### src/rtl/seg_pkg.sv
// Shared constants for the multiplexed 7-segment display driver.
// Segment patterns are active-low, bit 0 = a through bit 6 = g.
package seg_pkg;

    typedef logic [6:0] seg_pattern_t;

    // All segments dark.
    localparam seg_pattern_t SEG_OFF = 7'b1111111;

    // Hex glyphs 0-F, entry i at HEX_TABLE[i].
    localparam logic [15:0][6:0] HEX_TABLE = {
        7'h0E,  // F
        7'h06,  // E
        7'h21,  // d
        7'h46,  // C
        7'h03,  // b
        7'h08,  // A
        7'h18,  // 9
        7'h00,  // 8
        7'h78,  // 7
        7'h02,  // 6
        7'h12,  // 5
        7'h19,  // 4
        7'h30,  // 3
        7'h24,  // 2
        7'h79,  // 1
        7'h40   // 0
    };

endpackage

### src/rtl/seg_decode.sv
// Combinational hex nibble to active-low 7-segment pattern lookup.
module seg_decode
    import seg_pkg::*;
(
    input  logic [3:0] value,
    output logic [6:0] pattern
);

    // Straight table lookup; every nibble value has a glyph.
    always_comb begin
        pattern = HEX_TABLE[value];
    end

endmodule

### src/rtl/seg_mux_n.sv
// Time-multiplexed driver for NUM_DIGITS common-anode 7-segment digits.
// New data is double-buffered (shadow -> active) and only swapped at a
// frame boundary so a frame never shows a mix of old and new digits.
// Optional macro SEG_MUX_DEADTIME_EN blanks the first DEAD_CYCLES cycles
// of every slot to suppress ghosting while the digit drivers switch.
module seg_mux_n
    import seg_pkg::*;
#(
    parameter int NUM_DIGITS  = 2,
    parameter int DIV_COUNT   = 240000,
    parameter int DEAD_CYCLES = 16
) (
    input  logic                    clk,
    input  logic                    reset,
    input  logic [4*NUM_DIGITS-1:0] digits_in,
    input  logic [NUM_DIGITS-1:0]   blank_in,
    input  logic                    load,
    output logic [6:0]              seg,
    output logic [NUM_DIGITS-1:0]   digit_n,
    output logic                    frame_tick
);

    localparam int CW = $clog2(DIV_COUNT);
    localparam int IW = $clog2(NUM_DIGITS);
    localparam logic [CW-1:0] CNT_LAST = CW'(DIV_COUNT - 1);
    localparam logic [IW-1:0] IDX_LAST = IW'(NUM_DIGITS - 1);

`ifdef SEG_MUX_DEADTIME_EN
    localparam int DEAD_LEN = DEAD_CYCLES;
`else
    // Dead time disabled: zero-length window, parameter has no effect.
    localparam int DEAD_LEN = 0 * DEAD_CYCLES;
`endif

    logic [CW-1:0]           cnt;
    logic [IW-1:0]           idx;
    logic [4*NUM_DIGITS-1:0] shadow_digits;
    logic [4*NUM_DIGITS-1:0] active_digits;
    logic [NUM_DIGITS-1:0]   shadow_blank;
    logic [NUM_DIGITS-1:0]   active_blank;
    logic                    pending;
    logic                    wrap;
    logic                    wrap_q;
    logic [3:0]              nibble;
    logic [6:0]              lit_pattern;
    logic                    dark;

    assign wrap   = (cnt == CNT_LAST) && (idx == IDX_LAST);
    assign nibble = active_digits[{idx, 2'b00} +: 4];

    seg_decode u_decode (
        .value   (nibble),
        .pattern (lit_pattern)
    );

    // Slot cycle counter and digit index, advancing at terminal count.
    always_ff @(posedge clk or posedge reset) begin
        if (reset) begin
            cnt <= '0;
            idx <= '0;
        end else if (cnt == CNT_LAST) begin
            cnt <= '0;
            if (idx == IDX_LAST) begin
                idx <= '0;
            end else begin
                idx <= idx + 1'b1;
            end
        end else begin
            cnt <= cnt + 1'b1;
        end
    end

    // Shadow capture on load; shadow-to-active swap only at frame wrap.
    // A load on the wrap cycle swaps in the old shadow and stays pending.
    always_ff @(posedge clk or posedge reset) begin
        if (reset) begin
            shadow_digits <= '0;
            shadow_blank  <= '0;
            active_digits <= '0;
            active_blank  <= '0;
            pending       <= 1'b0;
            wrap_q        <= 1'b0;
        end else begin
            wrap_q <= wrap;
            if (wrap && pending) begin
                active_digits <= shadow_digits;
                active_blank  <= shadow_blank;
            end
            if (load) begin
                shadow_digits <= digits_in;
                shadow_blank  <= blank_in;
                pending       <= 1'b1;
            end else if (wrap) begin
                pending <= 1'b0;
            end
        end
    end

    // Digit is dark when masked or inside the slot's dead-time window.
    always_comb begin
        dark = active_blank[idx];
        if (int'(cnt) < DEAD_LEN) begin
            dark = 1'b1;
        end
    end

    // Registered outputs: pattern and enable for the current slot.
    always_ff @(posedge clk or posedge reset) begin
        if (reset) begin
            seg        <= SEG_OFF;
            digit_n    <= '1;
            frame_tick <= 1'b0;
        end else begin
            frame_tick <= wrap_q;
            if (dark) begin
                seg     <= SEG_OFF;
                digit_n <= '1;
            end else begin
                seg     <= lit_pattern;
                digit_n <= ~({{(NUM_DIGITS-1){1'b0}}, 1'b1} << idx);
            end
        end
    end

endmodule

### config.mk
export PLATFORM = sky130hd
export DESIGN_NAME = seg_mux_n
export DESIGN_NICKNAME = d
export VERILOG_FILES = /design/src/rtl/seg_pkg.sv /design/src/rtl/seg_decode.sv /design/src/rtl/seg_mux_n.sv
export SDC_FILE = /design/constraint.sdc
export NUM_CORES = 1
export LEC_CHECK = 0
export ABC_AREA = 1
export CORE_UTILIZATION = 35
export DETAILED_ROUTE_END_ITERATION = 8
export GPL_TIMING_DRIVEN = 0
export SKIP_LAST_GASP = 1
export SLEW_MARGIN = 0
export SYNTH_ARGS = -nofsm -noshare
export SYNTH_HDL_FRONTEND = slang
export SYNTH_SLANG_ARGS = --single-unit
### constraint.sdc
create_clock -name clk -period 4.6 [get_ports clk]
set_input_delay 0.92 -clock clk [delete_from_list [all_inputs] [get_ports clk]]
set_output_delay 0.92 -clock clk [all_outputs]
set_load 0.02 [all_outputs]
==> Word-level counts from Yosys, hierarchy flattened <==
Memory sizes are Yosys's and may differ from the RTL's.
Cells that the tools add are included.
{ "totals": {"regBits": 51, "romBits": 112, "elab_cells": 32, "n_memories": 1} }
{ "mem_list": {"columns": ["memory", "depth", "word_bits", "rd", "rd_ports_with_merged_regs", "wr", "line", "text"], "rows": [
  ["(no name shown)", 16, 7, 1, 0, 0, "seg_decode.sv:11", "pattern = HEX_TABLE[value];"]
]} }
{ "classes": {"n_addsub": 2, "n_lt_le_gt_ge": 2, "n_eq_ne": 1, "n_shift": 2, "muxes": 9, "n_bitwise": 1, "n_reduce_logical": 3} }
{ "op_table": {"columns": ["operator", "n"], "rows": [
  ["$add A18 B1 Y18 const B", 1],
  ["$eq A18 B18 Y1 const B", 1],
  ["$mux W18", 1],
  ["$mux W7", 2],
  ["$shiftx A8 B4 Y4", 1],
  ["$lt A4 B5 Y1 const B", 1],
  ["$mux W1", 5],
  ["$logic_and A1 B1 Y1", 2],
  ["$lt A1 B2 Y1 const B", 1],
  ["$mux W2", 1],
  ["$not A2 Y2", 1],
  ["$reduce_bool A2 Y1", 1],
  ["$shl A1 B1 Y2 const A", 1],
  ["$add A1 B1 Y1 const B", 1]
]} }

==> Logic depth before layout (Yosys ltp) <==
{ "depth": {"word_depth": 4, "depth_mapped": 9} }

==> By module <==
From an unflattened synthesis, not the netlist that was laid out.
{ "unflattened": {"cells_unflattened": 331, "area_unflattened_um2": 2678.8} }
{ "modules_own_cells": {"columns": ["mod", "n_inst", "cells_per_inst", "area_per_inst_um2"], "rows": [
  ["seg_mux_n", 1, 279, 2368.5],
  ["seg_decode", 1, 52, 310.3]
]} }

==> Least setup slack after synthesis <==
No wires, ideal clock.
{ "synth_timing": {"kind": "flip-flop to flip-flop", "start": "reg idx", "end": "reg seg[6]", "setup_ns": 0.087, "arrival_time_ns": 1.513, "required_ns": 4.513, "path_slack_ns": 2.999, "stages_incl_launch_ff": 9, "path_buffers": 1, "cell_sequence": "dfrtp_1 -> buf_4 -> o21ai_0 -> inv_1 -> ha_1 -> nand2_1 -> o21ai_0 -> nand2_1 -> nand3_1"} }
{ "synth_via": {"elab_chain_len": 4} }
{ "synth_rtl": {"columns": ["element", "line", "text"], "rows": [
  ["start, declared", "seg_mux_n.sv:36", "logic [IW-1:0] idx;"],
  ["start signal, assigned", "seg_mux_n.sv:66", "idx <= idx + 1'b1;"],
  ["$shiftx A8 B4 Y4", "seg_mux_n.sv:49", "assign nibble = active_digits[{idx, 2'b00} +: 4];"],
  ["$mem_v2 Z16 W7", null, null],
  ["$mux W7 (not written as such)", "seg_decode.sv:11", null],
  ["$mux W7 *", "seg_mux_n.sv:115", "if (dark) begin"],
  ["end signal, assigned", "seg_mux_n.sv:119", "seg <= lit_pattern;"],
  ["end, declared", "seg_mux_n.sv:18", "output logic [6:0] seg,"]
]} }
Every way passes the cells marked *; elsewhere a longest branch is shown, timed or not. The select of a mux whose other input is x is not followed.
A chain may end at the register's enable or synchronous reset.

==> Worst setup path in the final report <==
{ "layout_timing": {"start": "reg digit_n[1]", "end": "out digit_n[1]"} }
{ "layout_lines": {"columns": ["element", "line", "text"], "rows": [
  ["start, declared", "seg_mux_n.sv:19", "output logic [NUM_DIGITS-1:0] digit_n,"],
  ["start signal, assigned", "seg_mux_n.sv:120", "digit_n <= ~({{(NUM_DIGITS-1){1'b0}}, 1'b1} << idx);"]
]} }
No word-level cell between the ends.

==> flow_metrics.env <==
export IMPL_status="finished, final reports clean"
export IMPL_synth_top_family_by_area="simple AND/OR/NAND/NOR gates"
export IMPL_vias=1922
export IMPL_antenna_cells=0
export IMPL_register_area_mm2=0.001287
export IMPL_period_share_pct=50.87
export IMPL_hold_path_cell_count=0
export IMPL_rsz0062_at_grt="false"
export IMPL_hpwl_um=3423
export IMPL_clock_skew_ps=6.092
export IMPL_pin_count=23
export IMPL_synthXorXnorAreaFrac_pct=3.450
export IMPL_cts_resized=0
export IMPL_syn_area_mm2=0.002539
export IMPL_startpoint_type="register"
export IMPL_tightest_slew_ps=568.9
export IMPL_die_area_mm2=0.007598
export IMPL_core_mm2=0.006907
export IMPL_clkTransAtPathRegs_ps=90
export IMPL_clock_path_buffers=2
export IMPL_layout_commonest_cell="nand2_1"
export IMPL_ys_warn_count=0
export IMPL_netlist_instances=307
export IMPL_grt_pass1_wl_um=8024
export IMPL_routabilityCongestion=0.8865
export IMPL_p_per_area_mw_per_mm2=251.0
export IMPL_p_int_uw=578.1
export IMPL_ant_nets=0
export IMPL_grt_pass1_vias=1812
export IMPL_switching_share_pct=22.88
export IMPL_drv_slew=0
export IMPL_route_detailed_drc=0
export IMPL_path_cells="clkdlybuf4s50_1"
export IMPL_synth_nets=326
export IMPL_critPathBufInv=1
export IMPL_area_growth_pct=17.64
export IMPL_drv_cap=0
export IMPL_synth_compound_area_share_pct=3.302
export IMPL_slowest_delay_ps=590
export IMPL_syn_avg_cell_area_um2=8.269
export IMPL_yosys_area_share_simple_pct=32.53
export IMPL_synth_fa_ha_area_share_pct=2.957
export IMPL_yosysUniqueCellTypes=27
export IMPL_cts_root_buf="clkbuf_8"
export IMPL_r2r_start="idx$_DFFE_PP0N_"
export IMPL_clock_power_share_pct=34.4
export IMPL_synthMuxAreaShare_pct=0
export IMPL_comb_power_share_pct=4.1
export IMPL_seq_power_share_pct=61.5
export IMPL_setup_violations_final=0
export IMPL_drive_above_1_share_pct=11.24
export IMPL_hold_end="frame_tick$_DFF_PP0_"
export IMPL_cts_max_level=2
export IMPL_slew_headroom_pct=61.67
export IMPL_wl_um=4473
export IMPL_die_w_um=87.17
export IMPL_cp_slowest_cell="clkdlybuf4s50_1"
export IMPL_path_delay_family="buffers and inverters"
export IMPL_fin_setup_tns_ps=0
export IMPL_crit_start="digit_n[1]$_DFF_PP1_"
export IMPL_clock_sinks=51
export IMPL_cts_hold_buf=0
export IMPL_clock_latency_ps=300
export IMPL_hp_class="reg -> reg"
export IMPL_avgRoutedWirePerCell_um=10.31
export IMPL_ys_seq_area_share_pct=50.71
export IMPL_cp_max_fo=1
export IMPL_rr_worst_depth=8
export IMPL_crit_arrival_ps=1420
export IMPL_die_h_um=87.17
export IMPL_period_minus_slack_ps=2340
export IMPL_multi_input_comb_area_mm2=0.001072
export IMPL_ys_ff_latch=51
export IMPL_crit_required_ps=3680
export IMPL_viasPerCell=4.429
export IMPL_grt_max_degree=43
export IMPL_numCtsBuffers=5
export IMPL_drt_iter0_drc=116
export IMPL_worst_setup_path_type="reg -> out"
export IMPL_reg2reg_slack_ps=2760
export IMPL_final_cell_mix="100 x nand2_1, 42 x dfrtp_1, 35 x nor2_1"
export IMPL_grt_use_total_pct=13.46
export IMPL_irDropWorstVdd_mv=0.1134
export IMPL_fillers=726
export IMPL_hold_violations=0
export IMPL_postCtsSetupBuffers=0
export IMPL_min_from="wrap_q$_DFF_PP0_"
export IMPL_p_leak_nw=1.435
export IMPL_max_freq_ghz=0.4274
export IMPL_cts_tree="built"
export IMPL_std_cell_rows=30
export IMPL_worstReg2RegEnd="seg[5]$_DFF_PP1_"
export IMPL_antenna_found_initial=0
export IMPL_initial_utilization_pct=36.76
export IMPL_first_pass_iters=5
export IMPL_p_sw_uw=171.5
export IMPL_cp_end_kind="output pin"
export IMPL_overflow=0
export IMPL_final_nets=356
export IMPL_io_buffers=22
export IMPL_hold_slack_ps=353.3
[power by group through the flow]
stage	Combinational (mW)	Sequential, mW	Clock (mW)
floorplan	0.0155	0.468	0
global placement	0.0297	0.469	0
detailed placement	0.0322	0.469	0
CTS	0.0323	0.461	0.269
global route	0.0362	0.462	0.284
finish	0.0308	0.461	0.258
[sequential cells by signal (all words and copies together), names as in the netlist]
name           count
wrap_q             1
cnt               18
seg                7
pending            1
shadow_digits      8
idx                1
shadow_blank       2
frame_tick         1
digit_n            2
active_digits      8
active_blank       2
[per-layer routing]
layer	share of wire [%]	vias to the layer above	global-route usage, %
met2	44	40	20.11
met3	4.7	8	3.033
met5	0	-	0
met1	49	863	18.51
li1	-	1011	-
met4	2.3	0	6.408
[cell usage after synthesis]
library cell | n | area share, %
inv_2 | 1 | 0.15
nor2_2 | 3 | 0.74
nand2_2 | 2 | 0.49
nand2_1 | 100 | 15
nand3_2 | 1 | 0.39
clkbuf_1 | 2 | 0.30
nor2_1 | 35 | 5.2
nor2_4 | 1 | 0.44
buf_4 | 2 | 0.59
nand3_1 | 18 | 3.5
inv_1 | 34 | 5.0
nand3_4 | 2 | 1.4
o21ai_4 | 1 | 0.64
xnor2_1 | 2 | 0.69
o21bai_1 | 1 | 0.30
a21oi_1 | 4 | 0.79
buf_8 | 1 | 0.59
nor2_8 | 1 | 0.79
nand4_1 | 11 | 2.7
dfstp_2 | 9 | 9.3
xor2_1 | 8 | 2.8
ha_1 | 6 | 3.0
o21ai_0 | 8 | 1.6
dfrtp_1 | 42 | 41
buf_2 | 2 | 0.39
nor3_1 | 8 | 1.6
or2_2 | 2 | 0.49
[layout make-up]
| type | instances | share of cell area (%) |
|---|---|---|
| Buffer | 7 | 1.592 |
| Clock buffer | 5 | 2.304 |
| Clock inverter | 3 | 0.6284 |
| Inverter | 35 | 4.399 |
| Multi-Input combinational cell | 214 | 35.90 |
| Sequential cell | 51 | 43.11 |
| Tap cell | 96 | 4.022 |
| Timing Repair Buffer | 23 | 8.044 |
[cell families (layout without fill, tap and decap cells)]
kind of cell    count (synthesis)  count (layout)
compound gates                 14              14
xor+xnor                       10              10
fa+ha+maj                       6               6
buf+inv                        42              73
flops                          51              51
simple gates                  184             184
[metrics by stage]
| stage | utilization (%) | total power [mW] | setup WS [ps] | cell area [um^2] | std cells |
|---|---|---|---|---|---|
| 6_report | 43.24 | 0.7495 | 2260 | 2987 | 434 |
| 3_5_place_dp | 41.97 | 0.5014 | 2586 | 2899 | 426 |
| 3_3_place_gp | 41.68 | 0.4986 | 1455 | 2879 | 425 |
| 5_1_grt | 43.24 | 0.7822 | 2205 | 2987 | 434 |
| 4_1_cts | 43.24 | 0.7622 | 2240 | 2987 | 434 |
| 2_1_floorplan | - | 0.4831 | 2465 | 2539 | 307 |
[worst register-to-register path, stage by stage, from the launching register on]
cell and delay (ps):
dfrtp_1 390, buf_4 180, o21ai_0 470, inv_1 170
ha_1 250, nand2_1 90, o21ai_0 90, nand2_1 60
nand3_1 70
[worst max path at each step]
stage                                       end  depth (start not counted)
finish                               digit_n[1]                          1
global route                         digit_n[1]                          1
CTS                                  digit_n[1]                          1
detailed placement                   digit_n[1]                          1
global placement               cnt[0]$_DFF_PP0_                          2
floorplan           active_blank[0]$_DFFE_PP0P_                          1
No activity file was read; power rests on OpenSTA's default activity.
